`src/rtl/alu_op_cycler.sv`:
```
// Push-button ALU: each debounced press executes op_sel on the operands and advances op_sel.
// Define ALU_MUL_EN to add op 8 (iterative shift-add multiply) and its MUL state.
module alu_op_cycler #(
  parameter int WIDTH           = 8,
  parameter int DEBOUNCE_CYCLES = 4
) (
  input  logic             clk,
  input  logic             reset,
  input  logic             button,
  input  logic [WIDTH-1:0] number_1,
  input  logic [WIDTH-1:0] number_2,
  output logic [WIDTH:0]   answer,
  output logic [3:0]       op_sel,
  output logic             valid,
  output logic             busy,
  output logic             zero,
  output logic             ovf
);

  // state  | meaning
  // S_IDLE | waiting for a press; operands and op captured on press
  // S_EXEC | single-cycle ALU op (0-7); result registered on exit
  // S_MUL  | shift-add multiply, WIDTH steps then one write-back cycle

  localparam int DB_W = (DEBOUNCE_CYCLES > 1) ? $clog2(DEBOUNCE_CYCLES) : 1;
  localparam logic [DB_W-1:0] DB_TC = DB_W'(DEBOUNCE_CYCLES - 1);
`ifdef ALU_MUL_EN
  localparam logic [3:0] LAST_OP = 4'd8;
  localparam int MC_W = $clog2(WIDTH + 1);
`else
  localparam logic [3:0] LAST_OP = 4'd7;
`endif

  typedef enum logic [1:0] {
    S_IDLE = 2'd0,
    S_EXEC = 2'd1
`ifdef ALU_MUL_EN
    , S_MUL = 2'd2
`endif
  } state_t;

  state_t state, state_nxt;

  logic            sync_ff1, sync_ff2;
  logic            db_level, db_level_q;
  logic [DB_W-1:0] db_cnt;
  logic            press;

  logic [WIDTH-1:0] op_a, op_b;
  logic [3:0]       op_q;
  logic [WIDTH:0]   alu_res;
  logic [3:0]       next_op;
  logic             capture, exec_done, mul_step, mul_done;

`ifdef ALU_MUL_EN
  logic [2*WIDTH-1:0] acc, mcand;
  logic [WIDTH-1:0]   mplier;
  logic [MC_W-1:0]    mul_cnt;
`endif

  always_ff @(posedge clk) begin
    if (reset) begin
      sync_ff1   <= 1'b0;
      sync_ff2   <= 1'b0;
      db_level   <= 1'b0;
      db_level_q <= 1'b0;
      db_cnt     <= '0;
    end else begin
      sync_ff1   <= button;
      sync_ff2   <= sync_ff1;
      db_level_q <= db_level;
      // Any sample matching the current level restarts the stability count.
      if (sync_ff2 == db_level) begin
        db_cnt <= '0;
      end else if (db_cnt == DB_TC) begin
        db_level <= sync_ff2;
        db_cnt   <= '0;
      end else begin
        db_cnt <= db_cnt + 1'b1;
      end
    end
  end

  assign press   = db_level & ~db_level_q;
  assign busy    = (state != S_IDLE);
  assign next_op = (op_sel == LAST_OP) ? 4'd0 : op_sel + 4'd1;

  always_comb begin
    alu_res = '0;
    case (op_q)
      4'd0:    alu_res = {1'b0, op_a} + {1'b0, op_b};
      4'd1:    alu_res = {1'b0, op_a} - {1'b0, op_b};
      4'd2:    alu_res = {1'b0, op_a & op_b};
      4'd3:    alu_res = {1'b0, op_a | op_b};
      4'd4:    alu_res = {1'b0, op_a ^ op_b};
      4'd5:    alu_res = {1'b0, ~op_a};
      4'd6:    alu_res = {op_a, 1'b0};
      4'd7:    alu_res = {2'b00, op_a[WIDTH-1:1]};
      default: alu_res = '0;
    endcase
  end

  always_ff @(posedge clk) begin
    if (reset) state <= S_IDLE;
    else       state <= state_nxt;
  end

  always_comb begin
    state_nxt = state;
    capture   = 1'b0;
    exec_done = 1'b0;
    mul_step  = 1'b0;
    mul_done  = 1'b0;
    case (state)
      S_IDLE: begin
        if (press) begin
          capture = 1'b1;
`ifdef ALU_MUL_EN
          state_nxt = (op_sel == 4'd8) ? S_MUL : S_EXEC;
`else
          state_nxt = S_EXEC;
`endif
        end
      end
      S_EXEC: begin
        exec_done = 1'b1;
        state_nxt = S_IDLE;
      end
`ifdef ALU_MUL_EN
      S_MUL: begin
        if (mul_cnt != '0) begin
          mul_step = 1'b1;
        end else begin
          mul_done  = 1'b1;
          state_nxt = S_IDLE;
        end
      end
`endif
      default: state_nxt = S_IDLE;
    endcase
  end

  always_ff @(posedge clk) begin
    if (reset) begin
      answer <= '0;
      op_sel <= 4'd0;
      valid  <= 1'b0;
      zero   <= 1'b1;
      op_a   <= '0;
      op_b   <= '0;
      op_q   <= 4'd0;
    end else begin
      valid <= 1'b0;
      if (capture) begin
        op_a <= number_1;
        op_b <= number_2;
        op_q <= op_sel;
      end
      if (exec_done) begin
        answer <= alu_res;
        zero   <= (alu_res == '0);
        valid  <= 1'b1;
        op_sel <= next_op;
      end
`ifdef ALU_MUL_EN
      if (mul_done) begin
        answer <= acc[WIDTH:0];
        zero   <= (acc[WIDTH:0] == '0);
        valid  <= 1'b1;
        op_sel <= next_op;
      end
`endif
    end
  end

`ifdef ALU_MUL_EN
  // Multiplier regs load on every capture; harmless for ops 0-7.
  always_ff @(posedge clk) begin
    if (reset) begin
      acc     <= '0;
      mcand   <= '0;
      mplier  <= '0;
      mul_cnt <= '0;
      ovf     <= 1'b0;
    end else begin
      if (capture) begin
        acc     <= '0;
        mcand   <= {{WIDTH{1'b0}}, number_1};
        mplier  <= number_2;
        mul_cnt <= MC_W'(WIDTH);
      end else if (mul_step) begin
        if (mplier[0]) acc <= acc + mcand;
        mcand   <= mcand << 1;
        mplier  <= mplier >> 1;
        mul_cnt <= mul_cnt - 1'b1;
      end
      if (exec_done)     ovf <= 1'b0;
      else if (mul_done) ovf <= |acc[2*WIDTH-1:WIDTH+1];
    end
  end
`else
  assign ovf = 1'b0;
`endif

endmodule

```
`config.mk`:
```
export PLATFORM = sky130hd
export DESIGN_NAME = alu_op_cycler
export DESIGN_NICKNAME = d
export VERILOG_FILES = /design/src/rtl/alu_op_cycler.sv
export SDC_FILE = /design/constraint.sdc
export NUM_CORES = 1
export LEC_CHECK = 0
export CAP_MARGIN = 20
export CORE_MARGIN = 5
export CORE_UTILIZATION = 58
export DETAILED_ROUTE_END_ITERATION = 12
export MAX_ROUTING_LAYER = met4
export PLACE_DENSITY_LB_ADDON = 0.12
export SLEW_MARGIN = 0
export SYNTH_ARGS = -nofsm -noshare
export SYNTH_HDL_FRONTEND = slang
export SYNTH_SLANG_ARGS = --single-unit
```
`constraint.sdc`:
```
create_clock -name clk -period 4.5 [get_ports clk]
set_clock_uncertainty 0.2 [all_clocks]
set_input_delay 1.125 -clock clk [delete_from_list [all_inputs] [get_ports clk]]
set_output_delay 1.125 -clock clk [all_outputs]
set_load 0.02 [all_outputs]
```
Yosys cells after proc, flatten, opt, wreduce, memory -nomap -nowiden
Index checks and enable logic that the tools add are counted.
{ "classes": {"n_addsub": 4, "eq_ne": 10, "mux": 6, "bitwise_logic": 8, "n_reduce_logical": 6} }
{ "ops": {"columns": ["op", "n"], "rows": [
  ["$pmux W9 S8", 1],
  ["$eq A4 B3 Y1 const B", 5],
  ["$add A8 B8 Y9", 1],
  ["$logic_not A9 Y1", 1],
  ["$sub A8 B8 Y9", 1],
  ["$and A8 B8 Y8", 1],
  ["$eq A4 B2 Y1 const B", 2],
  ["$not A8 Y8", 1],
  ["$or A8 B8 Y8", 1],
  ["$xor A8 B8 Y8", 1],
  ["$add A4 B1 Y4 const B", 1],
  ["$eq A4 B1 Y1 const B", 1],
  ["$logic_not A4 Y1", 1],
  ["$mux W1", 4],
  ["$mux W4", 1],
  ["$not A1 Y1", 3],
  ["$reduce_or A3 Y1", 1],
  ["$add A2 B1 Y2 const B", 1],
  ["$eq A2 B2 Y1 const B", 1],
  ["$logic_not A2 Y1", 1],
  ["$reduce_and A2 Y1", 1],
  ["$reduce_or A2 Y1", 1],
  ["$and A1 B1 Y1", 1],
  ["$eq A1 B1 Y1", 1]
]} }
{ "totals": {"regBits": 42} }

Depth between registers and ports, before layout
{ "depth": {"depth_word": 4, "ltp_mapped": 13, "ltp_nobuf": 12} }

Worst setup path after synthesis
Ideal clock, no wire load.
{ "synth_timing": {"path_kind": "flip-flop to flip-flop", "from": "register op_q[2]", "to": "register zero", "setup_time_ns": 0.079, "t_arrival_ns": 2.544, "required_ns": 4.221, "setup_slack_ns": 1.677, "path_stages_with_launch": 12, "n_path_buf": 1, "synth_period_minus_slack_ns": 2.823, "path_cell_list": "dfxtp_1 buf_2 nor3_4 nand2_2 a21o_1 fa_1 nand2b_1 a21oi_1 o32ai_1 xnor2_1 a211o_1 a211oi_2"} }
{ "synth_between": {"elab_chain_len": 3} }
{ "synth_lines": {"columns": ["item", "line_no", "text"], "rows": [
  ["from (decl)", "50", "logic [3:0] op_q;"],
  ["from (signal assigned)", "157", "op_q <= op_sel;"],
  ["$eq A4 B3 Y1 (tied with other cells)", "90", "case (op_q)"],
  ["$pmux W9 S8 *", "90", null],
  ["$logic_not A9 Y1 *", "161", "zero <= (alu_res == '0);"],
  ["to (signal assigned)", "161", null],
  ["to (decl)", "16", "output logic zero,"]
]} }
Every way passes the cells marked *; elsewhere a longest branch is shown, timed or not.
A chain may end at the register's enable or synchronous reset.

Worst setup path in the final report
Same ends and word-level chain as after synthesis.

==> metrics.md <==
| Metric | Value |
|---|---|
| Most common cell in the synthesized netlist | nand2_1 |
| CTS buffer count | 5 |
| Cells after Synth | 352 |
| Post-route cell area | 3283 µm² |
| Via count of the routed design | 2568 |
| GR Util met3 | 0.04063 |
| # Post-CTS Setup Buffers | 0 |
| Rows | 25 |
| Req. time, crit path | 4530 ps |
| Hpwl dp | 5162 µm |
| Yosys top cell area share | 0.2958 |
| Synth async-reset ratio | 0 |
| Number of nets in the layout | 423 |
| Fin. Hold Viols | 0 |
| Layer carrying the most global-route usage | met2 |
| Yosys top cell by area | dfxtp_1 |
| Largest fanout on the critical path | 22 |
| Synth cell count leaders | 50 x nand2_1, 42 x dfxtp_1, 29 x nor2_1 |
| I/O pin cnt | 36 |
| Final WL | 6725 µm |
| Setup crit end kind | register |
| Largest net degree at the start of global routing | 36 |
| Post-CTS Hold Buffers | 0 |
| Unrepaired setup endpoints after global routing | no |
| Reg2reg start | op_q[2] |
| Final setup vio count | 0 |
| Period minus WS final | 3436 ps |
| Grt ovf | 0 |
| Hold Crit Start | db_cnt[0] |
| Post-DR vias/cell | 5.784 |
| Finished Core Util | 0.6905 |
| Later-pin clock latency in the skew report | around 300 ps |
| Global-route wire length before repair | approximately 11000 µm |
| Core Area | about 4800 µm² |
| Total Power | between 600 and 700 µW |
| H-tree depth | 2 |
| Post-synthesis sequential area ratio | 0.2958 |
| Met2 track demand over resource | 0.3535 |
| DR pass1 iterations | 4 |
| Post-CTS resize count | 0 |
| CP Launch Type | register |
| CTS tree | yes |
| Clock Sinks | 42 |
| WS Path Type | register to register |
| FF+latch count, synth | 42 |
| DIE AREA | approximately 6400 µm² |
| HP Class | register to register |
| P&R area growth vs syn | 15.49% |
| Syn avg cell area | 8.076 µm² |
| Peak VDD IR | 0.1867 mV |
| Crit path launch | op_q[2] |
| Top FF cell, synth | dfxtp_1 |
| Worst-Margin Slew | 754.8 ps |
| GR Util All Layers | 0.2294 |
| Die Ht | 80.01 µm |
| F_max | 0.2910 GHz |
| Layout cells sized above 1 | 0.05570 |
| Fin. max-slew vios | 0 |
| Distinct cell type count after synthesis | between 50 and 60 |
| Initial core utilization | 0.5979 |
| P_leak | 0.001224 µW |
| DRT antenna net count | 0 |
| Run status | complete, no violations |
| Initial DRC Count | 169 |
| Diode count | 0 |
| RePlAce Congestion | 0.9508 |
| Max cap viols | 0 |
| Global Route met1 Usage | 0.3097 |
| Avg WL per Cell | 15.15 µm |
| Aggregate negative setup slack | 0 ps |
| Root buffer cell | clkbuf_8 |
| CTS clk-pin slew, worst paths | 90 ps |
| Pwr/cell area | 198.0 nW/µm² |
| Yosys warns | 0 |
| CTS max path bufs | 2 |
| Initial antenna violation count | 0 |
| IO buf count | 34 |
| Detailed-route DRC error count | 0 |
| Placed cell areas | 3196 µm² |
| EDFF count, synth | 0 |
| Syn Nets | 399 |
| Worst EP arrival | 3460 ps |
| Vias in the first global route | 2393 |
| Top post-synthesis cells by area | dfxtp_1 30%, ha_1 12%, nand2_1 6.6% |
| Period utilization | 0.7636 |
| Rel. slew slack | 0.4954 |
| Die Width | 80.01 µm |
| Cell area after synthesis | 2843 µm² |
## worst max-delay path, stage by stage, from the launching register on
cell and delay, ps:
dfxtp_1 530, nor3_4 440, nand2_2 180, a21o_1 270, fa_1 430, nand2b_1 180
a21oi_1 290, o32ai_1 160, xnor2_1 180, a211o_1 340, a211oi_2 150
## registers in the layout, summed over array words and instances, names as in the netlist
signal      count
op_b            8
op_a            8
db_cnt          2
zero            1
state           1
sync_ff2        1
sync_ff1        1
valid           1
db_level_q      1
op_q            4
answer          9
db_level        1
op_sel          4
## per-stage QoR
stage                     hold slack, ps  instances  setup slack [ps]
after floorplan                    197.4        352              1677
after global placement             205.8        436              1150
after detailed placement           214.5        436              1122
after CTS                          227.3        444              1100
after global routing               237.2        444             830.3
final                              226.8        444              1064
## final cells by class
type | count | area (µm²)
timing repair buffer | 36 | 355.3
inverter | 25 | 96.34
clock inverter | 3 | 18.77
clock buffer | 5 | 68.82
multi-input combinational | 266 | 1819
fill | 428 | 1471
tap | 67 | 83.83
sequential | 42 | 840.8
## routing by layer
layer  routed length (µm)  part of all wire
met2                 3060              0.46
met4                  114             0.017
met3                  379             0.056
met1                 3170              0.47
met5                    0                 0
## final timing paths
check               to  slack (ps)  cells past startpoint
max reg2reg       zero        1060                     10
min reg2reg  db_cnt[0]         230                      1
min          db_cnt[0]         230                      1
max               zero        1060                     10
## where the power goes
group	switching (µW)	internal [µW]
Sequential	0.444	372
Combinational	8.98	15.4
Clock	143	109
## placed cells by master (no fill, tap or decap), drive strengths merged, types with 4 or more instances in the layout
cell | Yosys | final
a211oi | 8 | 8
a21oi | 28 | 28
a31oi | 4 | 4
clkbuf | 10 | 5
clkdlybuf4s50 | 0 | 34
dfxtp | 42 | 42
ha | 27 | 27
inv | 25 | 26
mux2i | 13 | 13
nand2 | 51 | 51
nand2b | 8 | 8
nand3 | 4 | 4
nor2 | 29 | 29
nor2b | 7 | 7
nor3 | 4 | 4
nor3b | 9 | 9
o21ai | 10 | 10
or3 | 7 | 7
xnor2 | 8 | 8
## cell families after synthesis
kind of cell,after synthesis,synth area share
fa+ha+maj,28,0.1259
compound gates,80,0.1906
flops,42,0.2958
xor+xnor,11,0.03389
buf+inv,44,0.06426
simple gates,131,0.2280
other cells,1,0.001319
mux,15,0.06030
(Power assumes the default switching activity.)
